--- src/rtl/fir_out_requant.sv ---
// fir_out_requant: decimates the FIR output stream, requantizes kept samples
// (round-half-up, arithmetic shift, saturate) and buffers them in a small
// first-word-fall-through FIFO behind a valid/ready handshake.
module fir_out_requant #(
  parameter int IN_W  = 16,
  parameter int OUT_W = 8,
  parameter int SHIFT = 4,
  parameter int DECIM = 4,
  parameter int DEPTH = 8
) (
  input  logic                       clk,
  input  logic                       reset,
  input  logic signed [IN_W-1:0]     in_sample,
  input  logic                       in_valid,
  output logic signed [OUT_W-1:0]    out_data,
  output logic                       out_valid,
  input  logic                       out_ready,
  output logic [$clog2(DEPTH+1)-1:0] level,
  output logic                       overflow,
  output logic                       sat_hit,
  input  logic                       clear_flags
);
  localparam int LW = $clog2(DEPTH+1);
  localparam int AW = (DEPTH > 1) ? $clog2(DEPTH) : 1;
  localparam int PW = (DECIM > 1) ? $clog2(DECIM) : 1;
  localparam logic [PW-1:0] PH_LAST  = PW'(DECIM-1);
  localparam logic [LW-1:0] LVL_FULL = LW'(DEPTH);
  // Requantize constants live at IN_W+1 bits so the rounding add cannot wrap.
  localparam logic signed [IN_W:0] RND  =
    (SHIFT > 0) ? (IN_W+1)'(1 << ((SHIFT > 0) ? SHIFT-1 : 0)) : '0;
  localparam logic signed [IN_W:0] MAXV = (IN_W+1)'((1 << (OUT_W-1)) - 1);
  localparam logic signed [IN_W:0] MINV = -(IN_W+1)'(1 << (OUT_W-1));

  typedef struct packed {
    logic                    vld;
    logic signed [OUT_W-1:0] data;
  } stg_t;

  logic [PW-1:0]           phase;
  logic                    keep;
  logic signed [IN_W:0]    wide, rnd, shifted;
  logic                    clip;
  logic signed [OUT_W-1:0] q;
  stg_t                    stg;

  logic signed [OUT_W-1:0] mem [DEPTH];
  logic [AW-1:0]           wptr, rptr;
  logic                    full, rd, wr_ok, wr_drop;

  assign keep = in_valid && (phase == '0);

  // Round-half-up, floor shift, clamp to the OUT_W signed range.
  always_comb begin
    wide    = {in_sample[IN_W-1], in_sample};
    rnd     = wide + RND;
    shifted = rnd >>> SHIFT;
    clip    = 1'b0;
    q       = shifted[OUT_W-1:0];
    if (shifted > MAXV) begin
      clip = 1'b1;
      q    = MAXV[OUT_W-1:0];
    end else if (shifted < MINV) begin
      clip = 1'b1;
      q    = MINV[OUT_W-1:0];
    end
  end

  // Phase counter advances only on valid inputs; stage register captures kept samples.
  always_ff @(posedge clk or posedge reset) begin
    if (reset) begin
      phase <= '0;
      stg   <= '0;
    end else begin
      if (in_valid) phase <= (phase == PH_LAST) ? '0 : phase + 1'b1;
      stg.vld  <= keep;
      stg.data <= keep ? q : stg.data;
    end
  end

  assign full      = (level == LVL_FULL);
  assign out_valid = (level != '0);
  assign rd        = out_valid && out_ready;
  // A read in the same cycle frees the slot, so a full FIFO still accepts.
  assign wr_ok     = stg.vld && (!full || rd);
  assign wr_drop   = stg.vld && full && !rd;
  assign out_data  = out_valid ? mem[rptr] : '0;

  // Storage array: written only, never reset (contents gated by level).
  always_ff @(posedge clk) begin
    if (wr_ok) mem[wptr] <= stg.data;
  end

  // Pointers and occupancy; power-of-two depth lets pointers wrap naturally.
  always_ff @(posedge clk or posedge reset) begin
    if (reset) begin
      wptr  <= '0;
      rptr  <= '0;
      level <= '0;
    end else begin
      if (wr_ok) wptr <= wptr + 1'b1;
      if (rd)    rptr <= rptr + 1'b1;
      case ({wr_ok, rd})
        2'b10:   level <= level + 1'b1;
        2'b01:   level <= level - 1'b1;
        default: level <= level;
      endcase
    end
  end

  // Sticky flags; a new set event beats a coincident clear.
  always_ff @(posedge clk or posedge reset) begin
    if (reset) begin
      overflow <= 1'b0;
      sat_hit  <= 1'b0;
    end else begin
      if (wr_drop)          overflow <= 1'b1;
      else if (clear_flags) overflow <= 1'b0;
      if (keep && clip)     sat_hit  <= 1'b1;
      else if (clear_flags) sat_hit  <= 1'b0;
    end
  end
endmodule

--- config.mk ---
export PLATFORM = sky130hd
export DESIGN_NAME = fir_out_requant
export DESIGN_NICKNAME = d
export VERILOG_FILES = /design/src/rtl/fir_out_requant.sv
export SDC_FILE = /design/constraint.sdc
export NUM_CORES = 1
export LEC_CHECK = 0
export BUFFER_PORTS_ARGS = -buffer_cell sky130_fd_sc_hd__buf_2
export CELL_PAD_IN_SITES_DETAIL_PLACEMENT = 2
export CELL_PAD_IN_SITES_GLOBAL_PLACEMENT = 2
export CORE_AREA = 2 2 99 101
export DETAILED_ROUTE_END_ITERATION = 10
export DIE_AREA = 0 0 101 103
export PLACE_DENSITY = 0.8
export REMOVE_ABC_BUFFERS = 1
export SETUP_SLACK_MARGIN = 0.02
export SLEW_MARGIN = 20
export SYNTH_ARGS = -nofsm -noshare
export SYNTH_HDL_FRONTEND = slang
export SYNTH_SLANG_ARGS = --single-unit
--- constraint.sdc ---
create_clock -name clk -period 3.1 [get_ports clk]
set_input_delay 0.155 -clock clk [delete_from_list [all_inputs] [get_ports clk]]
set_output_delay 0.155 -clock clk [all_outputs]
set_load 0.02 [all_outputs]
==> results of run 1 <==
## layout make-up
type / count / area [um2] / area share
inverter: 13 / 48.80 / 0.01104
clock buffer: 9 / 123.9 / 0.02801
sequential: 87 / 2497 / 0.5648
tap: 114 / 142.6 / 0.03226
multi-input combinational: 144 / 1319 / 0.2982
clock inverter: 7 / 55.05 / 0.01245
timing repair buffer: 42 / 235.2 / 0.05320
## power groups by stage
stage	Clock (mW)	Combinational (mW)	Sequential [mW]
floorplan	0	0.878	1.92
global placement	0	1.27	1.93
detailed placement	0	1.35	1.98
CTS	0.748	1.38	1.95
global route	0.789	1.48	1.99
finish	0.728	1.34	1.94
## cell families after synthesis
group | count (synthesis) | synth area share
flip-flops | 87 | 0.6355
multiplexers | 27 | 0.1203
buffers and inverters | 23 | 0.02897
XOR/XNOR | 13 | 0.02897
adder cells (fa/ha/maj) | 9 | 0.03056
AO/OA/AOI/OAI | 25 | 0.05635
AND/OR/NAND/NOR | 70 | 0.09933
## final timing paths
path / startpoint / to / slack, ns / cells after the start
setup / recovery: level[0] / level[3] / 0.61 / 11
setup reg to reg: level[0] / level[3] / 0.61 / 11
max in group asynchronous: reset / stg[6] / 2.53 / 2
hold / removal: reset / level[3] / -0.008 / 2
min in group clk: in_valid / phase[1] / 0.05 / 2
hold reg to reg: overflow / overflow / 0.50 / 1
## cell usage in the layout, fill, tap and decap left out, types with 2 or more instances in the layout
cell      instances
edfxtp_1         64
buf_2            32
dfrtp_1          23
nand2_1          20
nor2_1           17
mux4_2           16
inv_1            13
buf_4            10
mux2i_1           9
clkbuf_8          9
ha_1              8
xnor2_1           7
nand3_1           6
xor2_1            6
nand4_1           4
o221a_1           4
o21ai_0           4
nand2b_1          4
nand3_2           3
and3_1            3
a21oi_1           3
nor3_1            3
clkinv_4          3
nor4_4            2
o221a_2           2
mux2_2            2
inv_6             2
## stage by stage
stage / total power, mW / worst slack [ns]
detailed placement: 3.330 / 0.6442
CTS: 4.074 / 0.5919
finish: 4.008 / 0.6113
floorplan: 2.801 / 0.4502
global placement: 3.197 / 0.7196
global route: 4.257 / 0.4366
## routing by layer
metal	GRT usage	wire, um	vias up
met5	0	0	-
met4	0.05925	122	0
met3	0.03254	253	11
met2	0.3405	4770	42
met1	0.2335	3802	1189
li1	-	-	1052
## sequential cells by signal, indices dropped and copies added (netlist names)
| register | count |
|---|---|
| rptr | 3 |
| level | 4 |
| sat_hit | 1 |
| mem | 64 |
| stg | 9 |
| phase | 2 |
| wptr | 3 |
| overflow | 1 |
## worst reg2reg max path: cells and delay by family, from the launching register on
family / cells / cell delay, ns
AND/OR/NAND/NOR: 4 / 0.68
XOR/XNOR: 2 / 0.28
flip-flops: 1 / 0.48
AO/OA/AOI/OAI: 2 / 0.34
adder cells (fa/ha/maj): 2 / 0.46
buffers and inverters: 1 / 0.14
==> results.sh, run 1 <==
export IMPL_syn_to_final_growth_pct=12.51
export IMPL_status="finished, violations left"
export IMPL_cts_setup_buffers=0
export IMPL_cts_buffers=9
export IMPL_ys_ff_latch=87
export IMPL_die_w_um=101
export IMPL_drv_cap=0
export IMPL_postSynth_asyncResetShare=0.2644
export IMPL_clock_sinks=87
export IMPL_synth_top_area_frac=0.4890
export IMPL_grt_pass1_wl_um=14360
export IMPL_yosys_top_cells_count="edfxtp_1 (64), dfrtp_1 (23), nand2_1 (20), nor2_1 (17), mux4_2 (16)"
export IMPL_p_int_mw=2.525
export IMPL_worstPathRequired_ns=3.34
export IMPL_grt_max_degree=24
export IMPL_viasPerCell=5.514
export IMPL_synth_edf_count=64
export IMPL_seqPwrFrac=0.485
export IMPL_ios=36
export IMPL_htreeDepth=3
export IMPL_syn_area_mm2=0.003930
export IMPL_power_switching_mw=1.483
export IMPL_globalRouteTotalUtil=0.1891
export IMPL_max_vdd_ir_drop_uv=311.6
export IMPL_synth_cells=254
export IMPL_fin_cells=416
export IMPL_clkTransAtPathRegs_ns=0.09
export IMPL_grt_setup_unrepaired="false"
export IMPL_postLayoutCoreUtil=0.4675
export IMPL_end_kind="flop"
export IMPL_routed_via_count=2294
export IMPL_slew_limit_headroom=0.3802
export IMPL_antenna_found_initial=0
export IMPL_ant_nets=0
export IMPL_port_buffers=32
export IMPL_switching_share=0.3701
export IMPL_cts_path_max_buffers=2
export IMPL_synth_flop_cell="edfxtp_1"
export IMPL_initialDrtViolationCount=66
export IMPL_fin_worst_skew_ns=0.01345
export IMPL_diodes=0
export IMPL_nets=327
export IMPL_rows=36
export IMPL_critical_path_class="flop to flop"
export IMPL_fill_cells=952
export IMPL_slew_viol_final=0
export IMPL_root_buffer="clkbuf_8"
export IMPL_layout_min_cycle_time_ns=2.489
export IMPL_drcViolationCount=0
export IMPL_crit_chain="nor3_1 -> nand3b_1 -> and2_1 -> inv_1 -> ha_1 -> ha_1 -> a21o_1 -> a21oi_1 -> xnor2_1 -> nor2_1 -> xor2_1"
export IMPL_timing_final_crit_share=0.8028
export IMPL_p_leak_nw=1.636
export IMPL_post_synth_top_count_cell="edfxtp_1"
export IMPL_grt_pass1_vias=2563
export IMPL_hpwl_um=6296
export IMPL_fmax_mhz=401.8
export IMPL_max_stage_delay_ns=0.48
export IMPL_gp_congestion=0.7738
export IMPL_overflow=0
export IMPL_tightest_slew_ns=0.9287
export IMPL_ys_types=48
export IMPL_insertion_delay_ns=0.35
export IMPL_routed_wl_um=8950
export IMPL_die_area_mm2=0.01040
export IMPL_path_delay_family="simple AND/OR/NAND/NOR gates"
export IMPL_crit_arrival_ns=2.73
export IMPL_ctsHoldBuffers=0
export IMPL_startpoint_type="flop"
export IMPL_power_density_mw_per_mm2=906.4
export IMPL_stdcell_area_mm2=0.004422
export IMPL_setup_viol=0
export IMPL_path_max_fanout=6
export IMPL_setup_tns_ns=0
export IMPL_cts_resized=0
export IMPL_drive_gt1_frac=0.2914
export IMPL_p_clk_frac=0.182
export IMPL_wl_per_cell_um=21.51
export IMPL_crit_top_cell="ha_1"
export IMPL_yosysSeqAreaShare=0.6355
export IMPL_firstDrtPassIters=4
export IMPL_synth_largest_area_cell="edfxtp_1"
export IMPL_holdWs_ns=-0.007501
export IMPL_die_height_um=103
export IMPL_placed_area_mm2=0.004243
export IMPL_cts_tree="yes"
export IMPL_hold_viol=13
export IMPL_pwr_share_comb=0.333
export IMPL_yosysWarningCount=0
export IMPL_hold_path_class="input pin to asynchronous set/reset pin"
export IMPL_crit_slowest_cell="dfrtp_1"
export IMPL_start_util=0.4155
export IMPL_synthTopCellsByArea="edfxtp_1 (49%), dfrtp_1 (15%), mux4_2 (9.2%)"
export IMPL_core_area_mm2=0.009459
export IMPL_cp_num_buf_inv=1
export IMPL_syn_avg_cell_area_um2=15.47
export IMPL_placedCellCount=400
export IMPL_violations="hold timing"
Power figures use the tool's default switching activity.
==> inputs of run 2 (changes only) <==
clock period = 2.4 ns   (was 3.1 ns; I/O delays follow)
==> results.sh, run 2 (synthesized netlist as in run 1, its figures left out) <==
export IMPL_layout_commonest_cell="edfxtp_1"
export IMPL_root_buffer="clkbuf_8"
export IMPL_drcViolationCount=0
export IMPL_die_area_mm2=0.01040
export IMPL_crit_chain="nor4_4 -> inv_1 -> nand2_2 -> inv_2 -> ha_4 -> ha_1 -> a21o_1 -> a21oi_2 -> xnor2_1 -> nor2_1 -> xor2_1"
export IMPL_die_height_um=103
export IMPL_crit_arrival_ns=2.58
export IMPL_diodes=0
export IMPL_p_int_mw=3.569
export IMPL_hold_path_class="input pin to flop"
export IMPL_seqPwrFrac=0.454
export IMPL_path_delay_family="simple AND/OR/NAND/NOR gates"
export IMPL_hpwl_um=6470
export IMPL_routed_wl_um=9567
export IMPL_syn_to_final_growth_pct=16.78
export IMPL_nets=340
export IMPL_mostFrequentLayoutCells="edfxtp_1 (64), buf_2 (32), dfrtp_1 (20), buf_4 (20), nand2_1 (19)"
export IMPL_crit_slowest_cell="dfrtp_2"
export IMPL_largestRegisters="mem: 64 flops, stg: 9 flops, level: 4 flops"
export IMPL_p_total_mw=5.545
export IMPL_htreeDepth=3
export IMPL_status="finished, final reports clean"
export IMPL_pwr_share_comb=0.345
export IMPL_critical_path_class="flop to flop"
export IMPL_rr_startpoint="level[1]"
export IMPL_cts_path_max_buffers=2
export IMPL_cts_tree="yes"
export IMPL_regMostFlops="mem"
export IMPL_core_area_mm2=0.009459
export IMPL_tightest_slew_ns=0.9175
export IMPL_initialDrtViolationCount=115
export IMPL_firstDrtPassIters=4
export IMPL_globalRouteTotalUtil=0.1987
export IMPL_ant_nets=0
export IMPL_grt_pass1_wl_um=14760
export IMPL_fin_cells=429
export IMPL_setup_worst_path_start="level[1]"
export IMPL_hold_viol=0
export IMPL_cp_num_buf_inv=2
export IMPL_port_buffers=32
export IMPL_largest_register_ffs=64
export IMPL_cts_buffers=9
export IMPL_cp_depth=11
export IMPL_insertion_delay_ns=0.37
export IMPL_rr_worst_depth=11
export IMPL_p_clk_frac=0.201
export IMPL_startpoint_type="flop"
export IMPL_slew_viol_final=0
export IMPL_fin_worst_skew_ns=0.01347
export IMPL_end_kind="flop"
export IMPL_slew_limit_headroom=0.3877
export IMPL_p_leak_nw=1.702
export IMPL_wl_per_cell_um=22.30
export IMPL_viasPerCell=5.424
export IMPL_ios=36
export IMPL_path_max_fanout=5
export IMPL_timing_final_crit_share=0.9670
export IMPL_fmax_mhz=430.9
export IMPL_switching_share=0.3563
export IMPL_reg2reg_to="level[3]"
export IMPL_max_stage_delay_ns=0.47
export IMPL_worstPathRequired_ns=2.66
export IMPL_power_switching_mw=1.975
export IMPL_clock_sinks=87
export IMPL_die_w_um=101
export IMPL_max_vdd_ir_drop_uv=433.4
export IMPL_antenna_found_initial=0
export IMPL_layout_min_cycle_time_ns=2.321
export IMPL_grt_max_degree=24
export IMPL_holdWs_ns=0.09253
export IMPL_start_util=0.4155
export IMPL_gp_congestion=0.7653
export IMPL_drv_cap=0
export IMPL_power_density_mw_per_mm2=1208
export IMPL_drive_gt1_frac=0.3365
export IMPL_crit_end="level[3]"
export IMPL_routed_via_count=2327
export IMPL_clkTransAtPathRegs_ns=0.08
export IMPL_overflow=0
export IMPL_placedCellCount=402
export IMPL_rows=36
export IMPL_setup_viol=0
export IMPL_grt_pass1_vias=2514
export IMPL_r2r_slack_ns=0.08
run 2: repair_timing:
| action | 4_1_cts | 5_1_grt |
|---|---|---|
| setup buffers | 1 | 7 |
| pin swaps | 0 | 5 |
| hold endpoints to repair | 26 | 0 |
| endpoints found under the setup margin | 1 | 10 |
| hold buffers | 3 | 0 |
| gates resized for setup | 2 | 8 |
run 2: area by class of cell:
type | count | area [um2]
timing repair buffer | 55 | 340.3
sequential | 87 | 2501
clock buffer | 11 | 131.4
clock inverter | 5 | 82.58
multi-input combinational | 144 | 1343
inverter | 13 | 48.80
fill | 920 | 4870
tap | 114 | 142.6
run 2: how the worst min path moves through the flow:
stage	from	endpoint	slack [ns]	cells past startpoint
2_1_floorplan	reset	level[0]	0.12	1
3_3_place_gp	reset	level[2]	0.36	2
4_1_cts	out_ready	overflow	0.08	3
6_report	out_ready	rptr[0]	0.09	3
3_5_place_dp	reset	level[2]	0.38	2
5_1_grt	out_ready	rptr[0]	0.10	3
run 2: layer usage:
layer / GRT usage / vias to the layer above / routed length [um]
li1: - / 1077 / -
met1: 0.2517 / 1205 / 4208
met2: 0.3421 / 38 / 4989
met3: 0.04136 / 7 / 249
met4: 0.06861 / 0 / 120
met5: 0 / - / 0
run 2: worst reg2reg max path: cells and delay by family, from the launching register on:
family                   cells  cell delay, ns
AO/OA/AOI/OAI                2            0.32
XOR/XNOR                     2            0.30
adder cells (fa/ha/maj)      2            0.45
buffers and inverters        2            0.19
flip-flops                   1            0.47
AND/OR/NAND/NOR              3            0.49
run 2: power groups by stage:
| stage | sequential (mW) | clock, mW | combinational (mW) |
|---|---|---|---|
| 5_1_grt | 2.58 | 1.20 | 2.10 |
| 6_report | 2.52 | 1.12 | 1.91 |
| 4_1_cts | 2.51 | 1.16 | 1.82 |
| 2_1_floorplan | 2.48 | 0 | 1.13 |
| 3_3_place_gp | 2.48 | 0 | 1.69 |
| 3_5_place_dp | 2.55 | 0 | 1.78 |
run 2: through the flow:
step / area (um2) / setup slack, ns / TNS (ns) / util
global route: 4589 / -0.03552 / -0.03679 / 0.4852
global placement: 4258 / 0.1277 / 0 / 0.4501
floorplan: 3865 / -0.2498 / -0.2498 / -
finish: 4589 / 0.07917 / 0 / 0.4852
CTS: 4513 / 0.03104 / 0 / 0.4771
detailed placement: 4258 / 0.03359 / 0 / 0.4501
